**src/rtl/sat_counter.sv**
```systemverilog
// sat_counter: saturating up-counter with synchronous clear.
//   clk, reset  clock, asynchronous active-high reset
//   i_clr       synchronous clear, wins over any increment
//   i_inc       add 1
//   i_add2      add 2 (wins over i_inc)
//   o_count     current value, sticks at all-ones
module sat_counter #(
  parameter int unsigned WIDTH = 16
) (
  input  logic             clk,
  input  logic             reset,
  input  logic             i_clr,
  input  logic             i_inc,
  input  logic             i_add2,
  output logic [WIDTH-1:0] o_count
);

  localparam logic [WIDTH:0] One = (WIDTH+1)'(1);
  localparam logic [WIDTH:0] Two = (WIDTH+1)'(2);

  logic [WIDTH-1:0] r_count;
  logic [WIDTH:0]   w_sum;

  // One extra bit catches the carry out so overflow clamps instead of wrapping.
  always_comb begin
    w_sum = {1'b0, r_count};
    if (i_add2) begin
      w_sum = w_sum + Two;
    end else if (i_inc) begin
      w_sum = w_sum + One;
    end
  end

  always_ff @(posedge clk or posedge reset) begin
    if (reset) begin
      r_count <= '0;
    end else if (i_clr) begin
      r_count <= '0;
    end else if (w_sum[WIDTH]) begin
      r_count <= '1;
    end else begin
      r_count <= w_sum[WIDTH-1:0];
    end
  end

  assign o_count = r_count;

endmodule

```
**config.mk**
```make
export PLATFORM = sky130hd
export DESIGN_NAME = sat_counter
export DESIGN_NICKNAME = d
export VERILOG_FILES = /design/src/rtl/sat_counter.sv
export SDC_FILE = /design/constraint.sdc
export NUM_CORES = 1
export LEC_CHECK = 0
export CAP_MARGIN = 5
export CORE_ASPECT_RATIO = 1.1
export CORE_MARGIN = 2
export CORE_UTILIZATION = 42
export DETAILED_ROUTE_END_ITERATION = 7
export GPL_TIMING_DRIVEN = 0
export PLACE_DENSITY = 0.66
export REMOVE_ABC_BUFFERS = 1
export SETUP_SLACK_MARGIN = 0.5
export SYNTH_ARGS = -nofsm -noshare
export SYNTH_HDL_FRONTEND = slang
export SYNTH_SLANG_ARGS = --single-unit
```
**constraint.sdc**
```tcl
create_clock -name clk -period 1.9 [get_ports clk]
set_clock_uncertainty 0.05 [all_clocks]
set_input_delay 0.38 -clock clk [delete_from_list [all_inputs] [get_ports clk]]
set_output_delay 0.38 -clock clk [all_outputs]
set_load 0.005 [all_outputs]
```
; ---- Word-level counts from Yosys, hierarchy flattened
; Index checks and enable logic that the tools add are counted.
[totals]
output_inout_bits = 16
word_cells = 8
ramBits = 0
in_bits = 5
latch_bits = 0
regBits = 16
mem_count = 0
mem_bits_ro = 0
[classes]
n_reduce_logical = 1
bitwise_logic = 0
add_sub_neg = 2
div = 0
magnitude_cmp = 0
n_mul = 0
mux = 4
n_eq_ne = 0
shift = 0
[op_table]
columns = operator, n
row1 = 17-bit two-way mux, 2
row2 = 16-bit two-way mux, 2
row3 = "16-bit by 1-bit adder with 17-bit output, second input constant", 1
row4 = "16-bit by 2-bit adder with 17-bit output, second input constant", 1
row5 = 4-bit nonzero test, 1

; ---- Longest topological paths before layout
[logic_depth]
word_depth = 5
mapped_depth = 7
mapped_depth_nobuf = 6

; ---- Worst setup path after synthesis
; No wires, ideal clock.
[synth_timing]
kind = reg-to-reg
start = register r_count[1] (netlist: o_count[1])
end = register r_count[12] (netlist: o_count[12])
t_required_ns = 1.716
setup_time_ns = 0.134
arrival_ns = 1.581
period_less_slack_ns = 1.766
stages_incl_launch_ff = 7
path_buffers = 0
setup_slack_ns = 0.134
cell_sequence = dfrtp_1 -> ha_1 -> nand3b_1 -> and2_1 -> nor4_1 -> mux2i_1 -> nor2_1
[synth_between]
elab_chain_len = 5
elab_cells_between_ends = 7
cone_classes = add/sub (2) / mux (4) / reduce/logical (1)
[synth_rtl]
columns = item, line_no
row1 = from (decl), 21  ; logic [WIDTH-1:0] r_count;
row2 = from (signal assigned), 42  ; r_count <= w_sum[WIDTH-1:0];
row3 = 16-bit by 1-bit adder with 17-bit output, 30  ; w_sum = w_sum + One;
row4 = 17-bit two-way mux, 29  ; end else if (i_inc) begin
row5 = 17-bit two-way mux *, 27  ; if (i_add2) begin
row6 = 16-bit two-way mux, 39  ; end else if (w_sum[WIDTH]) begin
row7 = 16-bit two-way mux, 37  ; end else if (i_clr) begin
; Mark *: on every way between the ends. The rest lies on a longest branch, timed or not. The select of a mux whose other input is x is not followed.
; A chain may end at the register's enable or synchronous reset.

; ---- Worst setup path after layout
[layout_timing]
start = register r_count[4] (netlist: o_count[4])
end = register r_count[12] (netlist: o_count[12])
; The elaborated chain is that of the path after synthesis.

==> run metrics <==
Syn. warnings=0; Most used DFF post-synth=dfrtp_1; Final Hold Fails=0; Post-synth EDFFs=0; Crit Path Max Fanout=5; I/O pin cnt=21; Finished Core Util=73.9%; # clock sinks=16; fin crit period=1700 ps; fraction of layout cells with a size suffix above 1=51.7%; startpoint class of the critical path=flop; Worst-path clk slew=110 ps; mapped cell area=1190 um2; maxcap violations=0; CTS tree=done; initial antenna violation count=0; Max VDD drop=0.364 mV; Num CTS Buffers=3; Critical Path RT=2020 ps; antenna-violating nets left=0; Clock Tree Buf Depth=2; HPWL Detailed=2.10 mm; Slew headroom=52.9%; outcome=completed; fin crit share=89.7%; total track usage=29.0%; most frequent cell after synthesis=dfrtp_1; hold_buf cts=0; CP Capture Type=flop; Vias/cell=6.13; Tightest Hold Check Type=primary input to async pin; Die Ht=59.9 um; Setup Viol. Count Final=0; drc violations=0; Layout area overhead=68.9%; synth cell count leaders=dfrtp_1, nor2_1, nand2_1; WL/cell=19.3 um; vias in the first global route=1441; core area=2730 um2; Synth Register Bits=16; Clock Latency Late Sink=300 ps; Die W=54.8 um; drt first pass iters=4; Synth area leader=dfrtp_1; cells after synthesis=138; Die ar.=3280 um2; Post-Place Cell Area=1400 um2; Setup CP Type=flop to flop; Starting Density=43.8%; Placer Congestion=0.898; 1st-iter DRT viols=118; Achievable Freq=587 MHz; # port buffers=20; largest net degree at the start of global routing=17; Static Leak=0.912 nW; FILL cells=179; Worst-Margin Slew=706 ps; global-route wire length before repair=6.88 mm; Final Instance Area=2020 um2; root buffer cell=clkbuf_4; final WL=4.71 mm; fin. max-slew vios=0; RSZ-0062 raised after global routing=true; top-area cell type share of the netlist area=33.5%; row count=20; Post-Route Setup TNS=0 ps; ranking of synthesized cells by area=dfrtp_1, nor2_1, a21oi_1; max reg flops=16; Vias=1495; Post-synth ARST share=100%; Seq/Total Area, Yosys=33.5%; Nets=220; Yosys cell types=47; CP Data Arrival Time=1820 ps; syn_area_per_cell=8.65 um2; PwrDens=402 nW/um2; GR Overflow Total=0; # H-tree levels=1; diode count=0
metrics by stage:
step / worst slack (ps) / instances / power, W / hold slack, ps
floorplan: 150 / 132 / 0.000435 / 244
global placement: -588 / 185 / 0.000492 / 486
detailed placement: -624 / 185 / 0.000495 / 482
CTS: 315 / 234 / 0.000788 / 436
global route: 99.5 / 244 / 0.000834 / 481
finish: 196 / 244 / 0.000810 / 416
routing by layer:
metal  wire length [um]  vias to the layer above  global-route usage (%)
met2               2330                       99                    46.3
met4                187                        0                    11.4
li1                   -                      671                       -
met3                313                       26                    5.00
met5                  0                        -                       0
met1               1880                      699                    38.2
cell usage in the layout, fill, tap and decap left out, types with 4 or more instances in the layout:
cell type / instances
buf_4: 45
buf_6: 14
nor2_1: 13
dfrtp_2: 10
nand2_1: 9
inv_1: 7
nand4_1: 6
dfrtp_1: 6
a21oi_1: 5
clkdlybuf4s15_1: 5
clkbuf_2: 5
o21a_1: 4
xor2_1: 4
a211oi_1: 4
o21ai_0: 4
worst max-delay path: stages (launching register included):
cell,delay (ps)
dfrtp_1,440
buf_4,130
nand4_1,170
buf_4,200
nor4_2,290
mux2i_1,230
nor2_1,50
cell families (layout without fill, tap and decap cells):
family / Yosys count / count (layout) / synth area share [%]
and+or+nand+nor: 55 / 55 / 26.0
adders and majority gates: 3 / 3 / 3.14
xor gates and xnor gates: 6 / 6 / 4.40
buffers and inverters: 14 / 87 / 5.56
muxes: 3 / 3 / 2.52
AOI/OAI and AO/OA: 41 / 41 / 24.8
DFF: 16 / 16 / 33.5
power by group:
part | switching (W) | internal [W] | total (W)
Sequential | 0.0000161 | 0.000352 | 0.000368
Combinational | 0.000106 | 0.0000935 | 0.000200
Clock | 0.000125 | 0.000117 | 0.000242
Total | 0.000248 | 0.000563 | 0.000810
cell type report:
cell class	instances	area, um2	share of cell area (%)
Tap cell	33	41.3	2.05
Sequential cell	16	413	20.5
Clock buffer	4	36.3	1.80
Inverter	8	30.0	1.49
Multi-Input combinational cell	108	882	43.8
Timing Repair Buffer	75	613	30.4
path summary, 6_finish.rpt:
| path | start | to | slack (ps) | cells after the start |
|---|---|---|---|---|
| max | o_count[4]$_DFFE_PP0P_ | o_count[12]$_DFFE_PP0P_ | 200 | 6 |
| min | reset | o_count[10]$_DFFE_PP0P_ | 420 | 2 |
| max reg2reg | o_count[4]$_DFFE_PP0P_ | o_count[12]$_DFFE_PP0P_ | 200 | 6 |
| min reg2reg | o_count[7]$_DFFE_PP0P_ | o_count[7]$_DFFE_PP0P_ | 620 | 2 |
| max in group asynchronous | reset | o_count[0]$_DFFE_PP0P_ | 920 | 2 |
| min in group clk | i_add2 | o_count[14]$_DFFE_PP0P_ | 550 | 3 |
timing repair:
action	in CTS	in global routing
pin swaps	21	7
endpoints found under the setup margin	32	27
gates cloned	0	0
endpoints found under the hold margin	0	0
setup buffers	45	10
gates resized for setup	91	21
Note: power is estimated with default switching activity, not from simulation.
